<file path="src/rtl/mem_port_pkg.sv">
// mem_port_pkg: initiator state encoding and data/address widths shared with the memory controller
package mem_port_pkg;
   localparam int MEM_DATA_W = 8;
   localparam int MEM_ADDR_W = 8;
   typedef enum logic [1:0] {IDLE, REQ, XFER, REL} state_e;
endpackage

</file>
<file path="src/rtl/mem_port_cnt.sv">
// mem_port_cnt: clearable, enabled, saturating up-counter with terminal compare
module mem_port_cnt #(
   parameter int W = 7
) (
   input  logic         clk,
   input  logic         rst,
   input  logic         clr_i,
   input  logic         en_i,
   input  logic [W-1:0] limit_i,
   output logic         term_o
);
   logic [W-1:0] cnt_q, cnt_d;
   always_comb cnt_d = clr_i ? '0 : (en_i && cnt_q != '1) ? cnt_q + 1'b1 : cnt_q;
   always_ff @(posedge clk) begin
      if (rst) cnt_q <= '0;
      else cnt_q <= cnt_d;
   end
   assign term_o = (cnt_q == limit_i);
endmodule

</file>
<file path="src/rtl/core_mem_port.sv">
// core_mem_port: per-core load/store initiator for the shared-RAM request/acknowledge handshake
module core_mem_port
   import mem_port_pkg::*;
#(
   parameter int DATA_W  = MEM_DATA_W,
   parameter int ADDR_W  = MEM_ADDR_W,
   parameter int RD_LAT  = 2,
   parameter int WR_LAT  = 1,
   parameter int TIMEOUT = 64
) (
   input  logic              clk,
   input  logic              rst,
   input  logic              start,
   input  logic              we,
   input  logic [ADDR_W-1:0] addr,
   input  logic [DATA_W-1:0] wdata,
   output logic              busy,
   output logic              done,
   output logic [DATA_W-1:0] rdata,
   output logic              err,
   output logic              mem_rden,
   output logic              mem_wren,
   output logic [ADDR_W-1:0] mem_addr,
   output logic [DATA_W-1:0] mem_din,
   input  logic [DATA_W-1:0] mem_dq,
   input  logic              mem_acq
);
   localparam int CW = $clog2(TIMEOUT) + 1;
   state_e state_q, state_d;
   logic ok_q, ok_d, busy_q, done_q, done_d, err_q, err_d;
   logic rden_q, rden_d, wren_q, wren_d;
   logic [ADDR_W-1:0] addr_q, addr_d;
   logic [DATA_W-1:0] din_q, din_d, rdata_q, rdata_d;
   logic cnt_clr, cnt_en, cnt_term;
   logic [CW-1:0] cnt_lim;
   // one counter serves both the grant timeout and the transfer latency
   assign cnt_lim = (state_q == REQ) ? CW'(TIMEOUT - 1) : wren_q ? CW'(WR_LAT - 1) : CW'(RD_LAT - 1);
   mem_port_cnt #(.W(CW)) u_cnt (
      .clk(clk), .rst(rst), .clr_i(cnt_clr), .en_i(cnt_en), .limit_i(cnt_lim), .term_o(cnt_term)
   );
   always_comb begin
      state_d = state_q;
      ok_d    = ok_q;
      done_d  = 1'b0;
      err_d   = 1'b0;
      rden_d  = rden_q;
      wren_d  = wren_q;
      addr_d  = addr_q;
      din_d   = din_q;
      rdata_d = rdata_q;
      cnt_clr = 1'b0;
      cnt_en  = 1'b0;
      case (state_q)
         IDLE: if (start) begin
            addr_d  = addr;
            din_d   = wdata;
            rden_d  = !we;
            wren_d  = we;
            ok_d    = 1'b0;
            cnt_clr = 1'b1;
            state_d = REQ;
         end
         REQ: if (mem_acq) begin
            cnt_clr = 1'b1;
            state_d = XFER;
         end else if (cnt_term) begin
            rden_d  = 1'b0;
            wren_d  = 1'b0;
            err_d   = 1'b1;
            state_d = REL;
         end else cnt_en = 1'b1;
         XFER: if (!mem_acq) begin
            rden_d  = 1'b0;
            wren_d  = 1'b0;
            err_d   = 1'b1;
            state_d = REL;
         end else if (cnt_term) begin
            rdata_d = wren_q ? rdata_q : mem_dq;
            rden_d  = 1'b0;
            wren_d  = 1'b0;
            ok_d    = 1'b1;
            state_d = REL;
         end else cnt_en = 1'b1;
         REL: if (!mem_acq) begin
            done_d  = ok_q;
            state_d = IDLE;
         end
         default: state_d = IDLE;
      endcase
   end
   always_ff @(posedge clk) begin
      if (rst) begin
         state_q <= IDLE;
         ok_q    <= 1'b0;
         busy_q  <= 1'b0;
         done_q  <= 1'b0;
         err_q   <= 1'b0;
         rden_q  <= 1'b0;
         wren_q  <= 1'b0;
         addr_q  <= '0;
         din_q   <= '0;
         rdata_q <= '0;
      end else begin
         state_q <= state_d;
         ok_q    <= ok_d;
         busy_q  <= (state_d != IDLE);
         done_q  <= done_d;
         err_q   <= err_d;
         rden_q  <= rden_d;
         wren_q  <= wren_d;
         addr_q  <= addr_d;
         din_q   <= din_d;
         rdata_q <= rdata_d;
      end
   end
   assign busy     = busy_q;
   assign done     = done_q;
   assign err      = err_q;
   assign rdata    = rdata_q;
   assign mem_rden = rden_q;
   assign mem_wren = wren_q;
   assign mem_addr = addr_q;
   assign mem_din  = din_q;
endmodule

</file>
<file path="config.mk">
export PLATFORM = sky130hd
export DESIGN_NAME = core_mem_port
export DESIGN_NICKNAME = d
export VERILOG_FILES = /design/src/rtl/mem_port_pkg.sv /design/src/rtl/mem_port_cnt.sv /design/src/rtl/core_mem_port.sv
export SDC_FILE = /design/constraint.sdc
export NUM_CORES = 1
export LEC_CHECK = 0
export CAP_MARGIN = 5
export CORE_MARGIN = 4
export CORE_UTILIZATION = 28
export DETAILED_ROUTE_END_ITERATION = 10
export HOLD_SLACK_MARGIN = 0.08
export PLACE_DENSITY = 0.5
export SLEW_MARGIN = 20
export SYNTH_ARGS = -nofsm -noshare
export SYNTH_HDL_FRONTEND = slang
export SYNTH_SLANG_ARGS = --single-unit
</file>
<file path="constraint.sdc">
create_clock -name clk -period 2.6 [get_ports clk]
set_input_delay 0.78 -clock clk [delete_from_list [all_inputs] [get_ports clk]]
set_output_delay 0.78 -clock clk [all_outputs]
set_load 0.02 [all_outputs]
</file>
* Yosys cells after proc, flatten, opt, wreduce, memory -nomap -nowiden
Index checks and enable logic that the tools add are counted. W data, S select, Z words.
Cells by class: $add $sub $neg 1, equal/unequal tests 9, mux-type cells 33, bitwise operators 2, reduce and logical (&&, ||, !) cells 12
Operators by type and width (count):
- $mux W1 | 20
- $mux W2 | 5
- $ne A2 B2 Y1 const B | 4
- $pmux W1 S2 | 4
- $pmux W2 S4 | 1
- $reduce_and A4 Y1 | 2
- $add A7 B1 Y7 const B | 1
- $eq A7 B6 Y1 | 1
- $ne A7 B7 Y1 const B | 1
- $mux W6 | 1
- $pmux W1 S3 | 2
- $eq A2 B2 Y1 const B | 2
- $reduce_bool A2 Y1 | 2
- $reduce_and A3 Y1 | 1
- $reduce_bool A3 Y1 | 1
- $reduce_or A3 Y1 | 1
- $eq A2 B1 Y1 const B | 1
- $logic_not A2 Y1 | 1
- $not A1 Y1 | 2
- $reduce_and A2 Y1 | 1
- $reduce_or A2 Y1 | 1
- $logic_and A1 B1 Y1 | 1
- $logic_not A1 Y1 | 1
Word-level totals: register bits after elaboration 39, input port bits 29, logic and storage cells 68

* Logic depth before layout (Yosys ltp)
depth in word-level cells 7, depth in mapped cells 9, mapped depth without buffers 7

* Cells and area by module
Synthesis repeated with hierarchy kept, for this count alone.
Second synthesis, totals: cells, all modules 206, area, all modules 1725.4 µm²
By module, submodules not included:
- core_mem_port | instances 1, cells each 161, area an instance 1302.5 µm², sequential area each 640.6 µm²
- mem_port_cnt | instances 1, cells each 45, area an instance 422.9 µm², sequential area each 140.1 µm²

* Worst setup path after synthesis
Ideal clock, no wire load.
path kind input to register, start point in start, end point reg u_cnt.cnt_q[2], arrival time 1.999 ns, data required time 2.540 ns, setup slack 0.541 ns, stages on the path 5, buffers on the path 1, cell sequence and2_1 -> clkbuf_1 -> or3_1 -> or4_1 -> nand2_1
On the way: cells in the longest elaborated chain, start to end 3
RTL lines:
- start, declared | line core_mem_port.sv:13 | input logic start,
- $mux W1 | line core_mem_port.sv:54 | IDLE: if (start) begin
- $pmux W1 S2 | line core_mem_port.sv:53 | case (state_q)
- $reduce_or A2 Y1 (no line)
- end signal, assigned | line mem_port_cnt.sv:16 | else cnt_q <= cnt_d;
- end, declared | line mem_port_cnt.sv:12 | logic [W-1:0] cnt_q, cnt_d;
Every way passes these cells. A chain may end at the register's enable or synchronous reset.

* Final worst setup path
start point in mem_acq, end point reg u_cnt.cnt_q[3]
On the way: cells in the longest elaborated chain, start to end 3
RTL lines:
- start, declared | line core_mem_port.sv:26 | input logic mem_acq
- $mux W1, on equally long branches | line core_mem_port.sv:63, core_mem_port.sv:72
- $pmux W1 S2 | line core_mem_port.sv:53
- $reduce_or A2 Y1 (no line) / $logic_and A1 B1 Y1 (equally long branches)
Several ways; a longest one is shown, not always the timed one.

==> results_dict.tcl <==
set metrics [dict create \
    status "finished, final reports clean" \
    path_cells "clkdlybuf4s50_1 > mux2i_1 > a311oi_1 > buf_4 > nand4_1 > or3_1 > a21oi_1" \
    path_class "primary input to register" \
    worstSetupStartpointType "primary input" \
    synth_area_sq_um 1720 \
    start_util_pct 28.9 \
    firstDrtPassIters 4 \
    worstHoldStart "mem_din[5]$_SDFFE_PP0P_" \
    hold_viol 0 \
    syn2layout_area_growth_pct 47.1 \
    power_density_nw_per_um2 789 \
    max_freq_ghz 0.457 \
    dieWidth_microns 86.4 \
    place_ws_ps 133 \
    period_minus_slack_ps 2190 \
    diodes 0 \
    grt_max_degree 33 \
    syn-mean-instance-area_sq_um 8.47 \
    mostFrequentLayoutCell "clkdlybuf4s50_1" \
    cp_num_buf_inv 2 \
    drv_slew 0 \
    setup_viol 0 \
    ir_drop_uv 258 \
    postRouteAntennaNets 0 \
    finalInstanceArea_sq_um 2530 \
    ys_seq_area_share_pct 45.4 \
    grtUsageTotal_pct 12.2 \
    cts_made_buffers 5 \
    mostFrequentLayoutCells "clkdlybuf4s50_1, nand2_1, dfxtp_1" \
    crit_start "mem_acq" \
    dpl_cell_area_sq_um 2440 \
    placed_cells 339 \
    fin_ws_ps 412 \
    drcViolationCount 0 \
    core_area_sq_um 5960 \
    fillers 633 \
    finalNonFillerCells 347 \
    maxCapViolCount 0 \
    drive_above_1_share_pct 9.19 \
    hp-class "register to register" \
    avgViaCountPerCell 4.70 \
    postCtsHoldBufs 0 \
    num_vias 1630 \
    wirelength_microns 4360 \
    relSlewSlack_pct 62.4 \
    critPathMaxStageDelay_ps 550 \
    critPathMaxFanout 5 \
    nets 305 \
    place.gp.congestion 0.698 \
    yosysWarnings 0 \
    grt-ovfl-total 0 \
    fp-row-count 28 \
    rsz0062_at_grt "no" \
    dieHeight_microns 86.4 \
    grt_pass1_wl_microns 7220 \
    critPathTopFamily "buffers and inverters" \
    cts_tree "done" \
    root_buffer "clkbuf_8" \
    synth.top_cell.area_share_pct 45.4 \
    synthTopCellsByArea "dfxtp_1, nand2_1, a21oi_1, mux2i_1, ha_1" \
    cts_resized 0 \
    drt-initial-drc-count 107 \
    wire_per_inst_microns 12.6 \
    hpwl_microns 3130 \
    clock-sinks 39 \
    min_period_over_period_pct 84.2 \
    antenna_found_initial 0 \
    rr_startpoint "state_q[0]$_SDFF_PP0_" \
    clock_path_buffers 2 \
    setup_tns_ps 0 \
    tightest_slew_ps 563 \
    synth_largest_area_cell "dfxtp_1" \
    crit_required_ps 2830 \
    cts.reportedPaths.clkPinSlew_ps 80 \
    grt_pass1_vias 1542 \
    cts_htree_levels 2 \
    ys_types 37 \
    arrival_ps 2410 \
    slowest_stage "clkdlybuf4s50_1" \
    synth_fp_nets 237 \
    worstSetupEndpointType "register" \
    skew_ps 6.74 \
    synth_seq_cells 39 \
    ios 58 \
    dieArea_sq_um 7460 \
    leakagePower_nw 0.919 \
    post_cts_buffers 0 \
    clk_latency_ps 290 \
    port-buffer-count 57 \
    synthCells 203 \
]
## layout make-up
cell class	instances	area (sq um)	area share, %
clock buffer	6	72.6	2.87
sequential	39	781	30.9
tap	75	93.8	3.71
clock inverter	2	12.5	0.495
inverter	3	11.3	0.445
timing repair buffer	70	668	26.4
multi-input combinational	152	890	35.2
## metrics by stage
stage | hold WS [ps] | utilization (%) | total power, mW
finish | 454 | 42.5 | 2.00
global route | 476 | 42.5 | 2.15
CTS | 457 | 42.5 | 2.03
global placement | 442 | 41.0 | 1.62
floorplan | 414 | - | 1.26
detailed placement | 446 | 41.0 | 1.62
## worst paths after layout
kind | to | slack [ps] | depth (start not counted)
worst max-delay path | u_cnt.cnt_q[3]$_SDFFE_PP0P_ | 410 | 7
worst max register to register | u_cnt.cnt_q[5]$_SDFFE_PP0P_ | 470 | 7
worst min-delay path | mem_din[5]$_SDFFE_PP0P_ | 450 | 2
worst min register to register | mem_din[5]$_SDFFE_PP0P_ | 450 | 2
## registers in the layout (all words and copies together) (netlist names)
| signal | count |
|---|---|
| busy | 1 |
| done | 1 |
| err | 1 |
| mem_addr | 8 |
| mem_din | 8 |
| mem_rden | 1 |
| mem_wren | 1 |
| ok_q | 1 |
| rdata | 8 |
| state_q | 2 |
| u_cnt.cnt_q | 7 |
## logic make-up after synthesis
logic type      Yosys count  synth area share, %
mux                      10                 5.82
flops                    39                 45.4
xor+xnor                  1                0.510
compound gates           41                 14.8
simple gates             95                 26.9
buf+inv                  12                 2.84
fa+ha+maj                 5                 3.64
## worst register-to-register path: cells and delay by family (launching register included)
| family | cells | cell delay (ps) |
|---|---|---|
| flip-flops | 1 | 360 |
| buffers and inverters | 1 | 180 |
| AO/OA/AOI/OAI | 1 | 170 |
| multiplexers | 1 | 130 |
| AND/OR/NAND/NOR | 3 | 870 |
| adder cells (fa/ha/maj) | 1 | 320 |
## layer usage
metal  routed length, microns  track usage [%]  up-vias
met5                        0                0        -
met2                     2030             18.6       37
met1                     1990             15.6      749
met4                       38             4.96        0
li1                         -                -      842
met3                      302             4.47        2
## power by group
group | switching [mW] | leakage [nW] | internal, mW
combinational | 0.484 | 0.560 | 0.377
clock | 0.213 | 0.0412 | 0.187
sequential | 0.0533 | 0.318 | 0.680
## cells in the mapped netlist
master,count
a211oi_1,1
a21oi_1,24
a21oi_2,1
a22oi_1,1
a22oi_2,1
a311oi_1,3
a41oi_1,1
and2_1,2
and4_4,1
and4b_1,1
buf_1,1
buf_2,3
clkbuf_1,5
dfxtp_1,39
ha_1,5
inv_1,3
mux2i_1,10
nand2_1,44
nand2b_1,5
nand3_1,3
nand3b_1,1
nand4_1,4
nor2_1,16
nor3_1,6
nor4_1,1
nor4_4,1
o211ai_1,2
o21a_1,2
o21ai_0,3
o31ai_1,1
o41a_1,1
or2_1,1
or2_2,1
or3_1,6
or4_1,1
or4b_1,1
xor2_1,1
No activity file was read; power rests on OpenSTA's default activity.
